### config.mk
export PLATFORM = sky130hd
export DESIGN_NAME = gray_counter
export DESIGN_NICKNAME = d
export VERILOG_FILES = /design/src/rtl/gray_counter.sv
export SDC_FILE = /design/constraint.sdc
export NUM_CORES = 1
export LEC_CHECK = 0
export ABC_AREA = 1
export CELL_PAD_IN_SITES_DETAIL_PLACEMENT = 1
export CELL_PAD_IN_SITES_GLOBAL_PLACEMENT = 2
export CORE_MARGIN = 4
export CORE_UTILIZATION = 24
export DETAILED_ROUTE_END_ITERATION = 16
export GPL_TIMING_DRIVEN = 0
export PLACE_DENSITY_LB_ADDON = 0.1
export SLEW_MARGIN = 20
export SYNTH_ARGS = -nofsm -noshare
export SYNTH_HDL_FRONTEND = slang
export SYNTH_SLANG_ARGS = --single-unit
### constraint.sdc
create_clock -name clk -period 1.87 [get_ports clk]
set_input_delay 0.187 -clock clk [delete_from_list [all_inputs] [get_ports clk]]
set_output_delay 0.187 -clock clk [all_outputs]
set_load 0.005 [all_outputs]
### src/rtl/gray_counter.sv
// Registered binary/Gray up-down counter with parallel load and wrap pulse.
// Define GRAY_CNT_SAT_EN to make the count saturate instead of wrapping.
module gray_counter #(
    parameter int WIDTH     = 4,
    parameter int RESET_VAL = 0
) (
    input  logic             clk,
    input  logic             rst_n,
    input  logic             en,
    input  logic             up,
    input  logic             load,
    input  logic             load_is_gray,
    input  logic [WIDTH-1:0] load_val,
    output logic [WIDTH-1:0] bin_q,
    output logic [WIDTH-1:0] gray_q,
    output logic             wrap
);

    localparam logic [WIDTH-1:0] RST_BIN  = WIDTH'(RESET_VAL);
    localparam logic [WIDTH-1:0] RST_GRAY = RST_BIN ^ (RST_BIN >> 1);
    localparam logic [WIDTH-1:0] ONE      = {{(WIDTH-1){1'b0}}, 1'b1};
    localparam logic [WIDTH-1:0] ALL_ONES = {WIDTH{1'b1}};

    logic [WIDTH-1:0] load_dec;
    logic [WIDTH-1:0] load_bin;
    logic [WIDTH-1:0] bin_d;
    logic [WIDTH-1:0] gray_d;
    logic             wrap_d;
    logic             at_max;
    logic             at_zero;
    logic             acc;

    assign at_max  = (bin_q == ALL_ONES);
    assign at_zero = (bin_q == '0);

    // Gray-to-binary decode of the load value: running XOR from the MSB down.
    always_comb begin
        load_dec = '0;
        acc      = 1'b0;
        for (int i = WIDTH - 1; i >= 0; i--) begin
            acc         = acc ^ load_val[i];
            load_dec[i] = acc;
        end
        load_bin = load_is_gray ? load_dec : load_val;
    end

    // Next count: load beats enable, enable beats hold.
    always_comb begin
        bin_d  = bin_q;
        wrap_d = 1'b0;
        if (load) begin
            bin_d = load_bin;
        end else if (en) begin
            if (up) begin
`ifdef GRAY_CNT_SAT_EN
                if (!at_max) begin
                    bin_d = bin_q + ONE;
                end
`else
                bin_d  = bin_q + ONE;
                wrap_d = at_max;
`endif
            end else begin
`ifdef GRAY_CNT_SAT_EN
                if (!at_zero) begin
                    bin_d = bin_q - ONE;
                end
`else
                bin_d  = bin_q - ONE;
                wrap_d = at_zero;
`endif
            end
        end
        gray_d = bin_d ^ (bin_d >> 1);
    end

    // Both codes are held in their own flops so gray_q never glitches.
    always_ff @(posedge clk or negedge rst_n) begin
        if (!rst_n) begin
            bin_q  <= RST_BIN;
            gray_q <= RST_GRAY;
            wrap   <= 1'b0;
        end else begin
            bin_q  <= bin_d;
            gray_q <= gray_d;
            wrap   <= wrap_d;
        end
    end

endmodule

======== Word-level counts from Yosys, hierarchy flattened ========
Cells that the tools add are included.
Widths: inputs -> output; s select.
storage, ports and cells
  word-level logic and storage cells ...... 18
  output and inout port bits .............. 9
  input bits .............................. 10
  flip-flop bits (word level) ............. 9
cells by class
  bitwise gates (word level) .............. 4
  reductions and logical operators ........ 1
  multiplexer cells ....................... 7
  add/subtract/negate cells ............... 2
  equality and inequality tests ........... 1
operators with widths
  cell                 number
  $mux 4               3
  $add 4x1->4 const B  1
  $eq 4x4->1 const B   1
  $logic_not 4->1      1
  $sub 4x1->4 const B  1
  $xor 4x3->4          1
  $mux 1               3
  $mux 3               1
  $xor 1x1->1          3

======== Logic depth before layout (Yosys ltp) ========
  depth in word-level cells ............... 6
  gate-level depth with buffers ........... 12

======== Worst setup path after synthesis ========
Ideal clock, no wire load.
  path kind ............................... flip-flop to flip-flop
  start ................................... reg bin_q[0]
  end ..................................... reg gray_q[1]
  stages on the path, launching flop included .. 9
  clock period less this slack ............ 1.506 ns
  arrival time ............................ 1.383 ns
  slack ................................... 0.364 ns
  library setup time ...................... 0.123 ns
  cells stage by stage .................... dfrtp_1 > inv_1 > fa_1 > xor2_1 > nand2_1 > nand2_1 > nand2_2 > inv_2 > xor2_1
between the ends
  longest elaborated chain between the ends .. 5
RTL lines
  element                                            RTL line  source
  start: declaration                                 14        output logic [WIDTH-1:0] bin_q,
  start signal: assignment                           84        bin_q <= bin_d;
  $sub 4x1->4 / $add 4x1->4 (equally long branches)  69, 60
  $mux 4 (*)                                         54        if (up) begin
  $mux 4 (*)                                         53        end else if (en) begin
  $mux 4 (*)                                         51        if (load) begin
  net bin_d[2]                                       26        logic [WIDTH-1:0] bin_d;
  $xor 4x3->4 (*)                                    74        gray_d = bin_d ^ (bin_d >> 1);
  net gray_d[1]                                      27        logic [WIDTH-1:0] gray_d;
  end signal: assignment                             85        gray_q <= gray_d;
  end: declaration                                   15        output logic [WIDTH-1:0] gray_q,
The timed path passes the listed nets; every way through them passes the cells marked *.

======== Worst setup path after layout ========
  start ................................... reg bin_q[0]
  end ..................................... reg gray_q[0]
The elaborated chain is that of the path after synthesis.

==> flow_summary.toml <==
[synth]
syn-num-nets = 98
avgSynthCellArea_um2 = 7.183
synth_top_area_cell = "dfrtp_1"
netlist.area_leader.share_pct = 32.79
synth.cell_area_um2 = 610.6
yosys-top-cells-area = "dfrtp_1, nand2_1, nand3_1"
ys.warnings.count = 0
ys_seq_area_share_pct = 32.79
syn_inst = 85
synth_cell_types = 21
synth-seq-cells = 8

[placement]
gp_congestion = 0.7538
io_buffers = 18
dp_hpwl_um = 1312
dp.cells = 133

[detailed_routing]
wl_per_cell_um = 10.95
ant_nets = 0
maxUsedRoutingLayer = "met3"
dr.pass1.iters = 4
drc = 0
wirelength_um = 1489
vias = 601
dr.first_iter.drc_count = 11
wl_met3_um = 86
wl_met2_um = 773
wl_met1_um = 629
routed_via_density = 4.419

[sta]
final.setup.tns_ns = 0
final_hold_viol_count = 0
maxSlewViolCount = 0
period_needed_ns = 1.648
relSlewSlack_pct = 76.47
min_period_over_period_pct = 88.13
fmax_mhz = 606.8
final-setup-viol-count = 0
worstMarginPinSlew_ns = 0.3518
grt_setup_unrepaired = "no"
fin_skew_ns = 0.0009287

[cells_and_area]
final_cells = 136
utilization_pct = 34.76
final_cell_mix = "nand2_1, clkdlybuf4s50_1, nand3_1, inv_1, dfrtp_1"
multi_input_area_um2 = 350.3
layout_commonest_cell = "nand2_1"
fillers = 316
ff_latch_area_um2 = 200.2
fin_nets = 121
syn_to_final_growth_pct = 39.75
antenna_cells = 0
drive_gt1_share_pct = 17.92

[cts]
cts-root-buf = "clkbuf_4"
cts-htree-levels = 1
hold_buffers = 0
clock_latency_ns = 0.24
clock_sinks = 8
numCtsBuffers = 3
cts_tree = "done"
clk_pin_slew_ns = 0.05
clockBufferDepth = 2

[worst_hold_path]
worstHoldPathType = "in2async"

[setup_path]
crit_slowest_cell = "fa_1"
cpPeakStageDelay_ns = 0.49
cp.required_ns = 2.06
critPathMaxFanout = 5
start_kind = "register"
crit_arrival_ns = 1.83
cp-end-kind = "register"
worstSetupPathType = "reg2reg"
crit_chain = "inv_1, fa_1, o211ai_2, a21boi_2, nand3_1, nand2_1"

[floorplan]
io-pin-count = 19
dieArea_mm2 = 0.003415
initial_core_util_pct = 24.87
die_y_um = 58.44
core_region_area_mm2 = 0.002455
fp-row-count = 18
fp.dieW_um = 58.44

[global_route]
grt_pass1_wl_um = 2615
grt_max_degree = 9
overflow = 0
antenna_found_initial = 0
grt_usage_pct = 9.895
grt_pass1_vias = 602

[power]
vdd_drop_max_mv = 0.3608
power-per-cell-area_mw_per_mm2 = 699.4
leakage_nw = 0.4410

[run_status]
status = "finished clean"

[job]
maxCapViolations = 0
-- metal layers --
metal  vias to the layer above  track usage [%]
met1                       272            11.41
met4                         0            2.980
met3                         0            3.070
met2                        15            17.38
met5                         -                0
li1                        314                -
-- cell families after synthesis --
kind of cell	synth area share (%)
compound gates	10.66
fa+ha+maj	7.377
flops	32.79
xor+xnor	2.869
buf+inv	9.836
simple gates	36.48
-- sequential cells by signal, summed over array words and instances, names as in the netlist --
signal,count
bin_q,4
gray_q,3
wrap,1
-- worst max-delay path, delay by kind of cell (launching register included) --
kind                       cells  cell delay [ns]
AOI/OAI and AO/OA              2             0.40
adders and majority gates      1             0.49
DFF                            1             0.43
buffers and inverters          1             0.12
and+or+nand+nor                2             0.15
-- path summary, 6_finish.rpt --
check | slack [ns] | end | depth (start not counted) | startpoint
min in group clk | 0.44 | wrap$_DFF_PN0_ | 3 | up
max | 0.22 | gray_q[0]$_DFF_PN0_ | 6 | bin_q[0]$_DFF_PN0_
min reg2reg | 0.69 | wrap$_DFF_PN0_ | 2 | bin_q[2]$_DFF_PN0_
max in group asynchronous | 1.40 | bin_q[2]$_DFF_PN0_ | 1 | rst_n
min | 0.22 | gray_q[2]$_DFF_PN0_ | 1 | rst_n
max reg2reg | 0.22 | gray_q[0]$_DFF_PN0_ | 6 | bin_q[0]$_DFF_PN0_
-- cell type report --
class,count,area share (%)
flip-flops and latches,8,23.46
inverters,14,6.158
repair buffers,18,21.41
well taps,30,4.399
multi-input cells,62,41.06
clock buffers,3,2.639
plain buffers,1,0.8798
-- where the power goes --
part / internal, W / switching (W)
sequential: 0.000202 / 0.0000211
combinational: 0.000130 / 0.000119
clock: 0.0000730 / 0.0000519
total: 0.000405 / 0.000192
-- Yosys cell counts --
master    count
a41oi_1       2
a21oi_2       1
or2_1         1
o211ai_2      1
nand3_1      10
nor3_1        1
nand2_2       5
ha_1          2
a21oi_1       2
fa_1          1
or3_1         1
inv_2         6
nand2_1      27
nor2_1        3
dfrtp_1       8
xor2_1        2
nand2_4       1
inv_1         8
buf_4         1
a21boi_2      1
o21ai_0       1
-- what timing repair did --
| item | 4_1_cts | 5_1_grt |
|---|---|---|
| endpoints found under the setup margin | 0 | 1 |
| resized for setup | 0 | 1 |
| buffers inserted | 0 | 0 |
-- per-stage QoR --
stage                power, W  cell area [um2]  setup WS (ns)  hold slack, ns
global route        0.0006551            853.3        0.09488          0.2448
CTS                 0.0006129            850.8         0.1053          0.2187
global placement    0.0004787            828.3        -0.1503          0.4812
floorplan           0.0003550            610.6         0.3639         -0.1086
finish              0.0005968            853.3         0.2219          0.2151
detailed placement  0.0004818            828.3        -0.1527          0.4856
No activity file was read; power rests on OpenSTA's default activity.
